==> config.mk <==
export PLATFORM = sky130hd
export DESIGN_NAME = oled_frame_scanner
export DESIGN_NICKNAME = d
export VERILOG_FILES = /design/src/rtl/oled_pkg.sv /design/src/rtl/oled_xy_counter.sv /design/src/rtl/oled_frame_scanner.sv
export SDC_FILE = /design/constraint.sdc
export NUM_CORES = 1
export LEC_CHECK = 0
export ABC_CLOCK_PERIOD_IN_PS = 3300
export CAP_MARGIN = 20
export CORE_ASPECT_RATIO = 1.4
export CORE_MARGIN = 2
export CORE_UTILIZATION = 40
export CTS_CLUSTER_SIZE = 16
export DETAILED_ROUTE_END_ITERATION = 7
export GPL_ROUTABILITY_DRIVEN = 1
export PLACE_DENSITY = 0.81
export RECOVER_POWER = 50
export SLEW_MARGIN = 20
export SYNTH_ARGS = -nofsm -noshare
export SYNTH_HDL_FRONTEND = slang
export SYNTH_SLANG_ARGS = --single-unit
==> constraint.sdc <==
create_clock -name clk -period 3.3 [get_ports clk]
set_input_delay 0.825 -clock clk [delete_from_list [all_inputs] [get_ports clk]]
set_output_delay 0.825 -clock clk [all_outputs]
set_load 0.02 [all_outputs]
==> src/rtl/oled_pkg.sv <==
// Shared OLED definitions: panel geometry, the RGB565 pixel type and a few named colours.
package oled_pkg;

  localparam int OLED_W = 96;
  localparam int OLED_H = 64;

  typedef logic [15:0] rgb565_t;

  localparam rgb565_t BLACK = 16'h0000;
  localparam rgb565_t WHITE = 16'hFFFF;
  localparam rgb565_t RED   = 16'hF800;
  localparam rgb565_t GREEN = 16'h07E0;
  localparam rgb565_t BLUE  = 16'h001F;

endpackage

==> src/rtl/oled_xy_counter.sv <==
// Scan-position counters that follow the display's pixel requests.
// Produces a one-cycle wrap pulse as the position returns from the last pixel to (0,0).
module oled_xy_counter
  import oled_pkg::*;
#(
  parameter int WIDTH  = OLED_W,
  parameter int HEIGHT = OLED_H
) (
  input  logic       clk,
  input  logic       reset,
  input  logic       frame_begin,
  input  logic       sample_pixel,
  output logic [6:0] x,
  output logic [6:0] y,
  output logic       wrap
);

  // frame_begin outranks sample_pixel so a coincident pulse cannot skip the first pixel
  always_ff @(posedge clk) begin
    if (reset) begin
      x    <= '0;
      y    <= '0;
      wrap <= 1'b0;
    end else begin
      wrap <= 1'b0;
      if (frame_begin) begin
        x <= '0;
        y <= '0;
      end else if (sample_pixel) begin
        if (x == 7'(WIDTH - 1)) begin
          x <= '0;
          if (y == 7'(HEIGHT - 1)) begin
            y    <= '0;
            wrap <= 1'b1;
          end else begin
            y <= y + 7'd1;
          end
        end else begin
          x <= x + 7'd1;
        end
      end
    end
  end

endmodule

==> src/rtl/oled_frame_scanner.sv <==
// OLED front end: scan counters, pixel_index cross-check, tear-free channel select, frame count.
// Define OLED_BORDER_EN to overlay a BORDER_COLOR frame on the outermost rows and columns.
module oled_frame_scanner
  import oled_pkg::*;
#(
  parameter int      WIDTH        = OLED_W,
  parameter int      HEIGHT       = OLED_H,
  parameter int      N_CH         = 4,
  parameter int      IDX_W        = 13,
  parameter int      SEL_W        = 2,
  parameter int      FCNT_W       = 8,
  parameter rgb565_t BORDER_COLOR = WHITE
) (
  input  logic                 clk,
  input  logic                 reset,
  input  logic                 frame_begin,
  input  logic                 sample_pixel,
  input  logic [IDX_W-1:0]     pixel_index,
  input  logic [SEL_W-1:0]     sel,
  input  logic [N_CH*16-1:0]   ch_pixel_data,
  output logic [6:0]           x,
  output logic [6:0]           y,
  output logic [15:0]          pixel_data,
  output logic [SEL_W-1:0]     active_ch,
  output logic [FCNT_W-1:0]    frame_count,
  output logic                 sync_err
);

  logic             scan_wrap;
  logic [IDX_W-1:0] expected_index;
  logic             sel_valid;
  rgb565_t          ch_pixel;
  rgb565_t          next_pixel;

  oled_xy_counter #(
    .WIDTH (WIDTH),
    .HEIGHT(HEIGHT)
  ) u_xy (
    .clk         (clk),
    .reset       (reset),
    .frame_begin (frame_begin),
    .sample_pixel(sample_pixel),
    .x           (x),
    .y           (y),
    .wrap        (scan_wrap)
  );

  assign expected_index = IDX_W'(y) * IDX_W'(WIDTH) + IDX_W'(x);
  assign sel_valid      = (int'({1'b0, sel}) < N_CH);
  assign ch_pixel       = ch_pixel_data[16*int'(active_ch) +: 16];

`ifdef OLED_BORDER_EN
  logic on_border;
  assign on_border  = (x == 7'd0) || (x == 7'(WIDTH - 1)) ||
                      (y == 7'd0) || (y == 7'(HEIGHT - 1));
  assign next_pixel = on_border ? BORDER_COLOR : ch_pixel;
`else
  assign next_pixel = ch_pixel;
`endif

  // Channel changes are only taken at frame_begin so a frame is always drawn from one source;
  // the scan wrap pulse is not needed here because pixel_index drives the cross-check.
  always_ff @(posedge clk) begin
    if (reset) begin
      pixel_data  <= '0;
      active_ch   <= '0;
      frame_count <= '0;
      sync_err    <= 1'b0;
    end else begin
      pixel_data <= next_pixel;
      if (frame_begin) begin
        frame_count <= frame_count + FCNT_W'(1);
        if (sel_valid) active_ch <= sel;
      end
      if (sample_pixel && !frame_begin && (expected_index != pixel_index))
        sync_err <= 1'b1;
    end
  end

endmodule

[Word level (Yosys, flattened, before mapping)]
Cells that the tools add are included.
Word-level totals
  register bits after elaboration: 41
  input port bits: 83
  output and inout bits: 41
  word-level logic and storage cells: 22
Cells by class
  $add $sub $neg: 4
  multipliers: 1
  equal/unequal tests: 3
  shift-type cells: 1
  mux-type cells: 2
  reduce and logical (&&, ||, !) cells: 5
Operators by type and width (number)
  variable part select 64 x 7 -> 16 bit: 1
  adder 7 x 1 -> 7 bit, second input constant: 2
  two-way mux 7 bit: 2
  adder 13 x 7 -> 13 bit: 1
  inequality test 13 bit: 1
  adder 8 x 1 -> 8 bit, second input constant: 1
  multiplier 7 x 2 -> 8 bit, second input constant: 1
  equality test 7 x 6 -> 1 bit, second input constant: 1
  equality test 7 bit, second input constant: 1
  logical AND 1 bit: 2
  AND reduction 2 bit: 1
  OR reduction 2 bit: 1
  logical NOT 1 bit: 1

[Logic depth before layout (Yosys ltp)]
Gate-level depths: netlist of run 1.
  word-level depth: 4
  mapped depth: 10

[Hierarchy]
Synthesis of run 1 repeated with hierarchy kept, for this count alone.
Unflattened totals
  cells, all modules: 249
  area total of the unflattened synthesis: 2595.0 sq um
Modules (own cells, without submodules)
  oled_frame_scanner: instances 1, cells each 172, area an instance 1905.6 sq um
  oled_xy_counter: instances 1, cells each 77, area an instance 689.4 sq um

[Least setup slack after synthesis of run 1]
No wires, ideal clock.
  path kind: register to register
  start point: register u_xy.y[0]
  end point: register sync_err
  arrival time: 2660 ps
  required time: 3170 ps
  setup slack: 510 ps
  stages on the path, launching flop included: 11
  path buffers: 0
  clock period less this slack: 2790 ps
  cells stage by stage: dfxtp_1 > ha_1 > inv_1 > fa_1 > nand2b_1 > a21oi_1 > xnor2_1 > a31oi_1 > or3_1 > a2111oi_2 > o22ai_1
On the way
  cells in the longest elaborated chain, start to end: 4
RTL lines
  start: declaration: RTL line oled_xy_counter.sv:14  | output logic [6:0] y,
  start signal: assignment: RTL line oled_xy_counter.sv:36  | y <= y + 7'd1;
  multiplier 7 x 2 -> 8 bit: RTL line oled_frame_scanner.sv:48  | assign expected_index = IDX_W'(y) * IDX_W'(WIDTH) + IDX_W'(x);
  adder 13 x 7 -> 13 bit: RTL line oled_frame_scanner.sv:48
  inequality test 13 bit: RTL line oled_frame_scanner.sv:75  | if (sample_pixel && !frame_begin && (expected_index != pixel_index))
  logical AND 1 bit: RTL line oled_frame_scanner.sv:75
  end signal: assignment: RTL line oled_frame_scanner.sv:68  | sync_err <= 1'b0;
  end signal: assignment: RTL line oled_frame_scanner.sv:76  | sync_err <= 1'b1;
  end: declaration: RTL line oled_frame_scanner.sv:26  | output logic sync_err
Every way passes these cells.
A chain may end at the register's enable or synchronous reset.

[Worst setup path in the final report of run 1]
Same ends and word-level chain as after synthesis.

==> results.md, run 1 <==
* Result of the run: completed
* Area inside the core boundary at 5863 µm²
* Final weighted congestion of routability-driven global placement at between 0.8 and 0.9
* Pin count of the biggest net entering global routing at 29
* Ratio of cells with drive above 1 in the final layout at 8.967%
* Actual slew at the worst max-slew pin at 683.6 ps
* Critical Path End Type: register
* Final critical delay including setup and external delays at between 2000 and 3000 ps
* Setup TNS after final layout at 0 ps
* Maximum clock frequency at ~350 MHz
* Dpl cells at 430
* Fin crit share at 87.16%
* Post-synth top flop: sky130_fd_sc_hd__dfxtp_1
* # Post-CTS Setup Buffers at 0
* Num CTS Buffers at 5
* Total of fill cells in the finished design at 487
* Required time reported for the critical path endpoint at 3480 ps
* Crit path DAT at 3060 ps
* Worst-case reg-to-reg path depth at 10
* Vias in the first global route at 2225
* Startpoint type of the worst setup path: register
* Num Clock Sinks at a little over 40
* Share of flip-flops with an asynchronous set or reset at 0%
* Initial Util at 41.31%
* Area grow syn2layout at 58.42%
* Overall via count from detail_route at 2295
* DRC Markers at 0
* Wire length reported by the detailed router at ~6400 µm
* Synthesis-stage register bit count at 41
* Max rail drop VDD at 175.2 µV
* Vertical die dimension at 96.08 µm
* Number of design-rule violations left by the first detailed-router iteration at roughly 110
* Number of gates given a new drive strength after cts at 0
* Tot Pwr at 1188 µW
* Sequential Area at approximately 820 µm²
* Clock tree root driver cell: sky130_fd_sc_hd__clkbuf_8
* MaxCap Viol Count at 0
* Synth Area per Inst at ~9.9 µm²
* Total overflow reported by the global router at 0
* Number of I/O port buffers at 123
* Number of optimization iterations in the first detailed-route pass at 4
* Total number of yosys warnings at 0
* I/O pin total at 124
* Gate Count Post-Synth at 244
* Final std cells w/o fill at about 440
* Post-Place Cell Area at about 3700 µm²
* Number of setup violations in the final report at 0
* Vias per cell at 5.228
* Average routed wire per standard cell at 14.58 µm
* Worst Skew at 6.690 ps
* Crit Path Class: reg2reg
* Die area at 6703 µm²
* Leakage power of the design at 0.001395 µW
* Worst Hold Depth at 2
* First-pass GRT wire length at 10080 µm
* Global Route Usage Sum at 19.13%
* RSZ-0062 raised after global routing: no
* CTS max path bufs at 2
* Number of routed nets with antenna violations at 0
* DP Wirelength at 5236 µm
* Power density over cell area at 309.5 nW/µm²
* Part of the Yosys area used for sequential elements at 33.88%
* Area of combinational cells with multiple inputs at approximately 1500 µm²
* Clock latency reported for the late side of the worst-skew pair at 300 ps
* Post-cts hold buffer count at 0
* Number of nets in the layout at 462
* Worst slew margin at 54.42%
* H-tree lvl count at 2
* CP max FO at 8
* Number of antenna violations at the first check in global routing at 1
* Number of flops mapped to enable cells by yosys at 0
* Number of nets produced by synthesis at 339
* Final hold violation count at 0
* Post-Layout Inst Area at 3837 µm²
* Max-slew violation count at 0
* Die outline width at 69.77 µm
* Clock-pin transition on the worst setup and hold timing paths at 90 ps
* CTS tree: built
* Unique masters post-synth at 44
* HP Class: reg2reg
* Standard-cell rows at 33
* Post-synthesis instance area at 2422 µm²
==> registers in the layout, indices dropped and copies added, names as in the netlist <==
| signal | count |
|---|---|
| active_ch | 2 |
| sync_err | 1 |
| pixel_data | 16 |
| frame_count | 8 |
| u_xy.x | 7 |
| u_xy.y | 7 |
==> final cells by class <==
class / instances / share of cell area, %
Sequential cell: 41 / 21.39
Clock inverter: 2 / 1.011
Multi-Input combinational cell: 182 / 39.62
Antenna cell: 1 / 0.06521
Inverter: 11 / 1.076
Tap cell: 70 / 2.282
Timing Repair Buffer: 126 / 32.67
Clock buffer: 6 / 1.891
==> synthesized netlist by cell type, types with 2 or more instances <==
library cell               count  area, µm²
sky130_fd_sc_hd__or2_2         2      12.51
sky130_fd_sc_hd__nand2_1      13      48.80
sky130_fd_sc_hd__inv_1        11      41.29
sky130_fd_sc_hd__nand4_1       8      50.05
sky130_fd_sc_hd__clkbuf_1      8      30.03
sky130_fd_sc_hd__dfxtp_1      41      820.8
sky130_fd_sc_hd__nand3_1       4      20.02
sky130_fd_sc_hd__xor2_1       14      122.6
sky130_fd_sc_hd__nor3b_1       2      15.01
sky130_fd_sc_hd__or3_1         6      37.54
sky130_fd_sc_hd__mux2i_1       4      40.04
sky130_fd_sc_hd__nor3_1        8      40.04
sky130_fd_sc_hd__o21ai_0       5      25.02
sky130_fd_sc_hd__ha_1         10      125.1
sky130_fd_sc_hd__fa_1          2      40.04
sky130_fd_sc_hd__nor2b_1      17      106.4
sky130_fd_sc_hd__xnor2_1      15      131.4
sky130_fd_sc_hd__a21oi_1      13      65.06
sky130_fd_sc_hd__mux4_2       16      360.4
sky130_fd_sc_hd__nor2_1       21      78.83
==> final timing paths <==
| check | start | end | slack [ps] |
|---|---|---|---|
| max reg2reg | u_xy.y[0]$_SDFFE_PP0P_ | sync_err$_SDFFE_PP0P_ | 420 |
| min reg2reg | sync_err$_SDFFE_PP0P_ | sync_err$_SDFFE_PP0P_ | 480 |
| max | u_xy.y[0]$_SDFFE_PP0P_ | sync_err$_SDFFE_PP0P_ | 420 |
| min | sync_err$_SDFFE_PP0P_ | sync_err$_SDFFE_PP0P_ | 480 |
==> placed cells by master (no fill, tap or decap), types with 10 or more instances in the layout <==
master | Yosys | routed
sky130_fd_sc_hd__dlygate4sd3_1 | 0 | 31
sky130_fd_sc_hd__ha_1 | 10 | 10
sky130_fd_sc_hd__clkdlybuf4s50_1 | 0 | 92
sky130_fd_sc_hd__xnor2_1 | 15 | 15
sky130_fd_sc_hd__nor2b_1 | 17 | 17
sky130_fd_sc_hd__nand2_1 | 13 | 13
sky130_fd_sc_hd__dfxtp_1 | 41 | 41
sky130_fd_sc_hd__mux4_2 | 16 | 16
sky130_fd_sc_hd__a21oi_1 | 13 | 13
sky130_fd_sc_hd__nor2_1 | 21 | 21
sky130_fd_sc_hd__xor2_1 | 14 | 14
sky130_fd_sc_hd__inv_1 | 11 | 11
==> logic make-up after synthesis <==
kind of cell / after synthesis / share of synthesized area, %
AO/OA/AOI/OAI: 30 / 8.110
XOR/XNOR: 30 / 11.16
adder cells (fa/ha/maj): 12 / 6.818
buffers and inverters: 21 / 3.357
flip-flops: 41 / 33.88
multiplexers: 20 / 16.53
AND/OR/NAND/NOR: 90 / 20.15
==> where the power goes <==
part / internal (µW) / switching (µW) / leakage, µW
sequential: 516 / 10.7 / 0.000336
clock: 227 / 176 / 0.0000554
combinational: 167 / 90.1 / 0.00100
==> metrics by stage <==
stage	utilization (%)	setup WS, ps	hold WS, ps
2_1_floorplan	-	509.8	548.6
3_3_place_gp	63.51	478.4	459.5
3_5_place_dp	63.51	405.8	463.5
4_1_cts	65.41	439.4	476.8
5_1_grt	65.45	253.4	515.3
6_report	65.45	423.6	475.0
==> worst max-delay path: stages, from the launching register on <==
cell	delay, ps
sky130_fd_sc_hd__dfxtp_1	460
sky130_fd_sc_hd__ha_1	320
sky130_fd_sc_hd__inv_1	80
sky130_fd_sc_hd__fa_1	400
sky130_fd_sc_hd__nand2b_1	170
sky130_fd_sc_hd__a21oi_1	160
sky130_fd_sc_hd__xnor2_1	230
sky130_fd_sc_hd__a31oi_1	160
sky130_fd_sc_hd__or3_1	380
sky130_fd_sc_hd__a2111oi_2	300
sky130_fd_sc_hd__o22ai_1	100
==> layer usage <==
| layer | track usage [%] | vias to the layer above | routed length, µm |
|---|---|---|---|
| li1 | - | 1123 | - |
| met1 | 20.91 | 1082 | 2471 |
| met2 | 35.56 | 81 | 3444 |
| met3 | 4.921 | 9 | 394 |
| met4 | 7.212 | 0 | 89 |
| met5 | 0 | - | 0 |
Power figures use the tool's default switching activity.
==> inputs of run 2 (changes only) <==
PLACE_DENSITY = 0.91   (was 0.81)
==> results.md, run 2 (synthesis results as in run 1) <==
* Clock latency reported for the late side of the worst-skew pair at 280 ps (-20 ps)
* Global Route Usage Sum at 20.24% (+1.1 points)
* Number of optimization iterations in the first detailed-route pass at 4 (unchanged)
* Number of antenna violations at the first check in global routing at 0 (-1)
* Total of fill cells in the finished design at 481 (-1.2%)
* Ordered list of cells on the worst path: ha_1, inv_1, fa_1, nand2b_1, a21oi_1, xnor2_1, a31oi_1, or3_1, a2111oi_2, o22ai_1
* Number of setup violations in the final report at 0 (unchanged)
* Clock-pin transition on the worst setup and hold timing paths at 70 ps (-20 ps)
* Comb pwr share at 23.5% (+1.8 points)
* Maximum clock frequency at 343.3 MHz (-1.3%)
* Final hold violation count at 0 (unchanged)
* Area inside the core boundary at 5863 µm² (unchanged)
* Registers with the most flip-flops: pixel_data (16), frame_count (8)
* First-pass GRT wire length at 10830 µm (+7.5%)
* MaxCap Viol Count at 0 (unchanged)
* Post-route worst setup slack at 387.1 ps (-36.52 ps)
* Net load switching power at 265.6 µW (-4.2%)
* Fin crit share at 88.27% (+1.1 points)
* M1 WL at 2661 µm (+7.7%)
* Critical Path End Type: register
* Pin count of the biggest net entering global routing at 29 (unchanged)
* CTS max path bufs at 2 (unchanged)
* Number of routed nets with antenna violations at 0 (unchanged)
* Most frequent cells in the layout: sky130_fd_sc_hd__clkdlybuf4s50_1, sky130_fd_sc_hd__dfxtp_1, sky130_fd_sc_hd__dlygate4sd3_1
* Vias in the first global route at 2308 (+3.7%)
* Die area at 6703 µm² (unchanged)
* Slowest cell on the critical path: sky130_fd_sc_hd__dfxtp_1
* Max rail drop VDD at 195.1 µV (+11%)
* Overall via count from detail_route at 2270 (-1.1%)
* CP max FO at 8 (unchanged)
* Post-Place Worst Slack at 423.2 ps (+17.48 ps)
* H-tree lvl count at 2 (unchanged)
* DP Wirelength at 5664 µm (+8.2%)
* CTS tree: built
* Area grow syn2layout at 57.28%
* Result of the run: completed
* Number of nets in the layout at 462 (unchanged)
* Average routed wire per standard cell at 15.95 µm (+9.4%)
* Final critical delay including setup and external delays at 2913 ps (+36.52 ps)
* Seq pwr share at 47.2% (+2.8 points)
* Highest layer used for signal routing: met4
* Crit Path Class: reg2reg
* P_int at 849.7 µW (-6.7%)
* Actual slew at the worst max-slew pin at 794.2 ps (+110.6 ps)
* Top register by number of flip-flops: pixel_data
* Crit path DAT at 3080 ps (+20 ps)
* Clock network fraction of total power at 29.4% (-4.6 points)
* Max reg flops at 16 (unchanged)
* Vertical die dimension at 96.08 µm (unchanged)
* Setup TNS after final layout at 0 ps (unchanged)
* Worst Skew at 4.106 ps (-2.584 ps)
* Standard-cell rows at 33 (unchanged)
* Switching portion of total power at 23.82% (+0.48 points)
* Total overflow reported by the global router at 0 (unchanged)
* Critical Path Max Stage Delay at 480 ps (+20 ps)
* Wire length reported by the detailed router at 6969 µm (+8.9%)
* I/O pin total at 124 (unchanged)
* Clock tree root driver cell: sky130_fd_sc_hd__clkbuf_8
* HP Class: reg2reg
* Power density over cell area at 292.7 nW/µm² (-5.4%)
* Max-slew violation count at 0 (unchanged)
* Initial Util at 41.31% (unchanged)
* Number of I/O port buffers at 123 (unchanged)
* Leakage power of the design at 0.001383 µW (-0.82%)
* Util after Layout at 64.98% (-0.47 points)
* Ratio of cells with drive above 1 in the final layout at 8.719% (-0.25 points)
* Die outline width at 69.77 µm (unchanged)
* RSZ-0062 raised after global routing: no
* Num CTS Buffers at 5 (unchanged)
* Vias per cell at 5.195 (-0.64%)
* Met3 WL at 353 µm (-10%)
* Most common cell after layout, fill and taps aside: sky130_fd_sc_hd__clkdlybuf4s50_1
* Tot Pwr at 1115 µW (-6.1%)
* Post-cts hold buffer count at 0 (unchanged)
* # Post-CTS Setup Buffers at 0 (unchanged)
* Num Clock Sinks at 41 (unchanged)
* Worst slew margin at 47.05% (-7.4 points)
* Final weighted congestion of routability-driven global placement at 0.8618 (+4.2%)
* Startpoint type of the worst setup path: register
* DRC Markers at 0 (unchanged)
* Final antenna diode count at 0 (-1)
* Number of gates given a new drive strength after cts at 0 (unchanged)
* Required time reported for the critical path endpoint at 3460 ps (-20 ps)
* DR WL met2 at 3873 µm (+12%)
* Number of design-rule violations left by the first detailed-router iteration at 63 (-45%)
-- run 2: worst max-delay path: cells and delay by family, from the launching register on --
kind / cells / cell delay, ps
adders and majority gates: 2 / 730
AOI/OAI and AO/OA: 4 / 720
and+or+nand+nor: 2 / 550
DFF: 1 / 480
xor gates and xnor gates: 1 / 240
buffers and inverters: 1 / 80
-- run 2: layout make-up --
type / instances / area (µm²) / area share (%)
multi-input combinational: 182 / 1520 / 39.90
timing repair buffer: 126 / 1254 / 32.91
clock buffer: 7 / 86.33 / 2.266
tap: 70 / 87.58 / 2.299
inverter: 11 / 41.29 / 1.084
sequential: 41 / 820.8 / 21.54
-- run 2: metrics by stage --
stage | hold WS (ps) | std cells | area (µm²)
floorplan | 548.6 | 244 | 2422
global placement | 461.7 | 430 | 3724
detailed placement | 470.2 | 430 | 3724
CTS | 481.3 | 437 | 3810
global route | 524.4 | 437 | 3810
finish | 479.2 | 437 | 3810
-- run 2: worst paths after layout --
| path | startpoint | end | slack (ps) | cells after the start |
|---|---|---|---|---|
| worst min register to register | sync_err$_SDFFE_PP0P_ | sync_err$_SDFFE_PP0P_ | 480 | 2 |
| worst max-delay path | u_xy.y[0]$_SDFFE_PP0P_ | sync_err$_SDFFE_PP0P_ | 390 | 10 |
| worst min-delay path | sync_err$_SDFFE_PP0P_ | sync_err$_SDFFE_PP0P_ | 480 | 2 |
| worst max register to register | u_xy.y[0]$_SDFFE_PP0P_ | sync_err$_SDFFE_PP0P_ | 390 | 10 |
-- run 2: power by group through the flow --
stage	clock [µW]	combinational (µW)	sequential [µW]
6_report	327	262	526
5_1_grt	350	279	529
4_1_cts	337	274	527
3_5_place_dp	0	272	538
3_3_place_gp	0	267	537
2_1_floorplan	0	87.1	565
-- run 2: layer usage --
metal  global-route usage [%]  vias up
li1                         -     1119
met1                    21.88     1073
met2                    38.89       71
met3                    5.131        7
met4                    5.769        0
met5                        0        -
